[src/rtl/prsend.sv]
// prsend: frames a bitstream source into a PR stream and waits for the target.
// Each transaction sends a start marker, LEN payload words and an end marker.
// It then waits for the target's PR_DONE flag, or for a timeout.
module prsend #(
    parameter int          DWIDTH  = 32,
    parameter int unsigned TIMEOUT = 1024
) (
    input  logic              clk,
    input  logic              rstn,
    input  logic              START,
    input  logic [3:0]        ID,
    input  logic [15:0]       LEN,
    input  logic              S_VALID,
    input  logic [DWIDTH-1:0] S_DATA,
    output logic              S_READY,
    output logic              PR_VALID,
    output logic [DWIDTH-1:0] PR_DATA,
    input  logic [15:0]       PR_DONE,
    output logic              BUSY,
    output logic              DONE,
    output logic              ERR
);

    typedef enum logic [2:0] {
        ST_IDLE = 3'd0,
        ST_HEAD = 3'd1,
        ST_BODY = 3'd2,
        ST_TAIL = 3'd3,
        ST_WAIT = 3'd4
    } state_t;

    localparam logic [31:0] TMO_LAST = 32'(TIMEOUT - 1);

    state_t            state_q, state_d;
    logic [3:0]        id_q, id_d;
    logic [15:0]       cnt_q, cnt_d;
    logic [31:0]       tmo_q, tmo_d;
    logic              pr_valid_q, pr_valid_d;
    logic [DWIDTH-1:0] pr_data_q, pr_data_d;
    logic              done_q, done_d;
    logic              err_q, err_d;
    logic              s_ready;

    // The source is only pulled in BODY while payload words remain.
    assign s_ready  = (state_q == ST_BODY) && (cnt_q != 16'd0);
    assign S_READY  = s_ready;
    assign BUSY     = (state_q != ST_IDLE);
    assign PR_VALID = pr_valid_q;
    assign PR_DATA  = pr_data_q;
    assign DONE     = done_q;
    assign ERR      = err_q;

    // Next-state logic. The output word defaults to 0, so PR_DATA is 0 whenever PR_VALID is low.
    always_comb begin
        state_d    = state_q;
        id_d       = id_q;
        cnt_d      = cnt_q;
        tmo_d      = tmo_q;
        pr_valid_d = 1'b0;
        pr_data_d  = '0;
        done_d     = 1'b0;
        err_d      = 1'b0;
        case (state_q)
            ST_IDLE: begin
                if (START) begin
                    id_d    = ID;
                    cnt_d   = LEN;
                    state_d = ST_HEAD;
                end
            end
            ST_HEAD: begin
                pr_valid_d = 1'b1;
                pr_data_d  = {4'hD, id_q, 8'h00, 16'hBEEF};
                state_d    = (cnt_q != 16'd0) ? ST_BODY : ST_TAIL;
            end
            ST_BODY: begin
                if (S_VALID && s_ready) begin
                    pr_valid_d = 1'b1;
                    pr_data_d  = S_DATA;
                    cnt_d      = cnt_q - 16'd1;
                    if (cnt_q == 16'd1) state_d = ST_TAIL;
                end
            end
            ST_TAIL: begin
                pr_valid_d = 1'b1;
                pr_data_d  = {4'hD, id_q, 8'h00, 16'hDEAD};
                tmo_d      = '0;
                state_d    = ST_WAIT;
            end
            ST_WAIT: begin
                tmo_d = tmo_q + 32'd1;
                // Success is checked first, so it wins over a timeout on the same cycle.
                if (PR_DONE[id_q]) begin
                    done_d  = 1'b1;
                    state_d = ST_IDLE;
                end else if (tmo_q == TMO_LAST) begin
                    done_d  = 1'b1;
                    err_d   = 1'b1;
                    state_d = ST_IDLE;
                end
            end
            default: state_d = ST_IDLE;
        endcase
    end

    // State and output registers, with synchronous active-low reset.
    always_ff @(posedge clk) begin
        if (!rstn) begin
            state_q    <= ST_IDLE;
            id_q       <= '0;
            cnt_q      <= '0;
            tmo_q      <= '0;
            pr_valid_q <= 1'b0;
            pr_data_q  <= '0;
            done_q     <= 1'b0;
            err_q      <= 1'b0;
        end else begin
            state_q    <= state_d;
            id_q       <= id_d;
            cnt_q      <= cnt_d;
            tmo_q      <= tmo_d;
            pr_valid_q <= pr_valid_d;
            pr_data_q  <= pr_data_d;
            done_q     <= done_d;
            err_q      <= err_d;
        end
    end

endmodule

[config.mk]
export PLATFORM = sky130hd
export DESIGN_NAME = prsend
export DESIGN_NICKNAME = d
export VERILOG_FILES = /design/src/rtl/prsend.sv
export SDC_FILE = /design/constraint.sdc
export NUM_CORES = 1
export LEC_CHECK = 0
export ABC_AREA = 1
export CORE_ASPECT_RATIO = 0.8
export CORE_MARGIN = 8
export CORE_UTILIZATION = 51
export CTS_CLUSTER_SIZE = 20
export DETAILED_ROUTE_END_ITERATION = 7
export PLACE_DENSITY = 0.92
export SYNTH_ARGS = -nofsm -noshare
export SYNTH_HDL_FRONTEND = slang
export SYNTH_SLANG_ARGS = --single-unit
[constraint.sdc]
create_clock -name clk -period 2.4 [get_ports clk]
set_clock_uncertainty 0.15 [all_clocks]
set_input_delay 0.48 -clock clk [delete_from_list [all_inputs] [get_ports clk]]
set_output_delay 0.48 -clock clk [all_outputs]
set_load 0.01 [all_outputs]
==> results of run 1 <==
stage by stage:
stage | worst slack [ps] | instance area (µm²) | std cells | utilization | hold slack [ps]
floorplan | 612 | 4730 | 741 | - | 307
global placement | 156 | 5970 | 957 | 0.660 | 328
CTS | 56.6 | 6260 | 974 | 0.693 | 346
global route | 25.9 | 6260 | 974 | 0.692 | 375
detailed placement | 139 | 5970 | 957 | 0.660 | 336
finish | 89.1 | 6260 | 974 | 0.692 | 345
critical path, stage by stage (launching register included):
cell and delay (ps):
dfxtp_1 490, inv_1 140, nand2_1 150, clkdlybuf4s50_1 550
power by group:
part | switching [mW] | total [mW] | internal [mW]
Combinational | 1.58 | 2.54 | 0.952
Clock | 0.648 | 1.37 | 0.722
Sequential | 0.192 | 1.96 | 1.77
Total | 2.43 | 5.86 | 3.44
flip-flops by register name, indices dropped and copies added, names as in the netlist:
register / count
PR_DATA: 32
tmo_q: 32
cnt_q: 16
id_q: 4
state_q: 3
DONE: 1
ERR: 1
PR_VALID: 1
final timing paths:
kind / startpoint / to / slack (ps) / cells after the start
hold / removal: id_q[3] / PR_DATA[27] / 350 / 2
setup / recovery: state_q[1] / BUSY / 90 / 3
setup reg to reg: cnt_q[0] / cnt_q[14] / 210 / 11
hold reg to reg: id_q[3] / PR_DATA[27] / 350 / 2
metal layers:
| metal | up-vias | part of all wire | GRT usage | wire length, µm |
|---|---|---|---|---|
| met3 | 16 | 0.11 | 0.0663 | 1510 |
| met2 | 248 | 0.44 | 0.346 | 5860 |
| li1 | 2609 | - | - | - |
| met4 | 0 | 0.012 | 0.0711 | 155 |
| met1 | 2337 | 0.44 | 0.276 | 5920 |
| met5 | - | 0 | 0 | 0 |
cells in the mapped netlist, types with 2 or more instances:
cell type    n  area [µm²]
nand2_1    200         751
nor2_1     134         503
dfxtp_1     90        1800
inv_1       73         274
nand3_1     73         365
a21oi_1     44         220
o21ai_0     21         105
clkbuf_1    10        37.5
nand4_1     10        62.6
nor3_1      10        50.1
nor3b_1     10        75.1
buf_2        7        35.0
or2_2        6        37.5
nand2_2      4        25.0
nor2_2       4        25.0
a22oi_1      3        22.5
buf_1        3        11.3
ha_1         3        37.5
inv_2        3        11.3
nor2_4       3        33.8
a211oi_1     2        15.0
a21o_1       2        15.0
a221oi_1     2        17.5
nand3_2      2        20.0
o211ai_1     2        15.0
o21bai_1     2        15.0
o31ai_1      2        15.0
kinds of logic (layout without fill, tap and decap cells):
logic type | after synthesis | count (layout) | share of synthesized area
flops | 90 | 90 | 0.381
fa+ha+maj | 3 | 3 | 0.00793
simple gates | 460 | 460 | 0.420
buf+inv | 100 | 218 | 0.0838
compound gates | 87 | 87 | 0.105
xor+xnor | 1 | 1 | 0.00185
repair_timing:
action,4_1_cts,5_1_grt
gates resized for setup,1,2
hold buffers,0,0
pin swaps,1,0
setup endpoints to repair,1,1
setup buffers,1,0
final cells by class:
class / instances / area, µm² / share of cell area
flip-flops and latches: 90 / 1800 / 0.288
multi-input cells: 551 / 2530 / 0.405
well taps: 115 / 144 / 0.0230
clock buffers: 9 / 225 / 0.0360
inverters: 78 / 294 / 0.0470
repair buffers: 124 / 1200 / 0.191
clock inverters: 7 / 60.1 / 0.00960
==> metrics, run 1 <==
syn avg cell area approximately 6.4 µm²; Final Hold Fails 0; CTS tree built; antenna violation net count after detailed routing 0; die width about 120 µm; Netlist cell types 43; Routed Wire Length 13400 µm; Filler cells between 700 and 800; Synth Register Bits 90; Final HPWL DP around 10000 µm; router iterations before antenna repair 5; Post-Syn Area about 4700 µm²; Post-synth EDFFs 0; share of cells above drive strength 1 0.0698; Root Driver clkbuf_16; Tmin final ~2300 ps; die area 12600 µm²; CORE AREA 9040 µm²; Total Routing Usage GR 0.218; Synthesized Nets roughly 800; vias in the first global route 4858; vias per inst about 5.3; Startpoint Class register; most common cell after layout, fill and taps aside nand2_1; Crit. End Element primary output; synthesized netlist cell count between 700 and 800; via count ~5200; total design power just under 6 mW; prevailing post-synth register cell dfxtp_1; DRC Markers 0; Max-Cap Viols 0; worst hold path class reg2reg; CTS Buffer Depth 2; most frequent cells in the layout 200 x nand2_1, 134 x nor2_1, 107 x clkdlybuf4s50_1; Crit path required time 1770 ps; Avg WL per Cell between 10 and 15 µm; crit share post-route 0.963; Cell Rows 31; worst endpoint data arrival time about 1700 ps; Diodes inserted 0; Setup violations, final 0; post-synthesis sequential area ratio 0.381; Initial Util 0.524; nets between 900 and 1000; status completed; setup_tns 0 ps; largest net degree at the start of global routing 29; Peak VDD IR 0.763 mV; CTS Sinks 90; CTS Buf Count 9; clock latency on the worst-skew pair about 350 ps; gpl congestion 0.940; RSZ-0062 raised after global routing no; first-pass GRT wire length between 20000 and 25000 µm; Power Density roughly 940 nW/µm²; Syn. warnings 0; PortBufs approximately 110; Max Fclk 0.433 GHz; initial antenna violation count 0; IO Pins roughly 110; Iteration-0 DRC Markers about 420; Reg clk slew, reported paths around 70 ps; H-tree lvl count 3; CP Class reg2out; Syn-to-layout area delta 32.2%; Final Slew Violations 0; relative max-transition margin 0.670; async set-reset flop share out of synthesis 0; Leak between 2 and 3 nW; Worst Tran Pin Value just under 500 ps; CP Max Fanout 6; Die Height slightly above 100 µm; global route total overflow 0
Power figures use the tool's default switching activity.
==> run 2, diff against run 1 <==
Settings changed: SLEW_MARGIN set to 20.
==> results of run 2 <==
No change in the layout: final DEF, timing and power equal those of run 1.
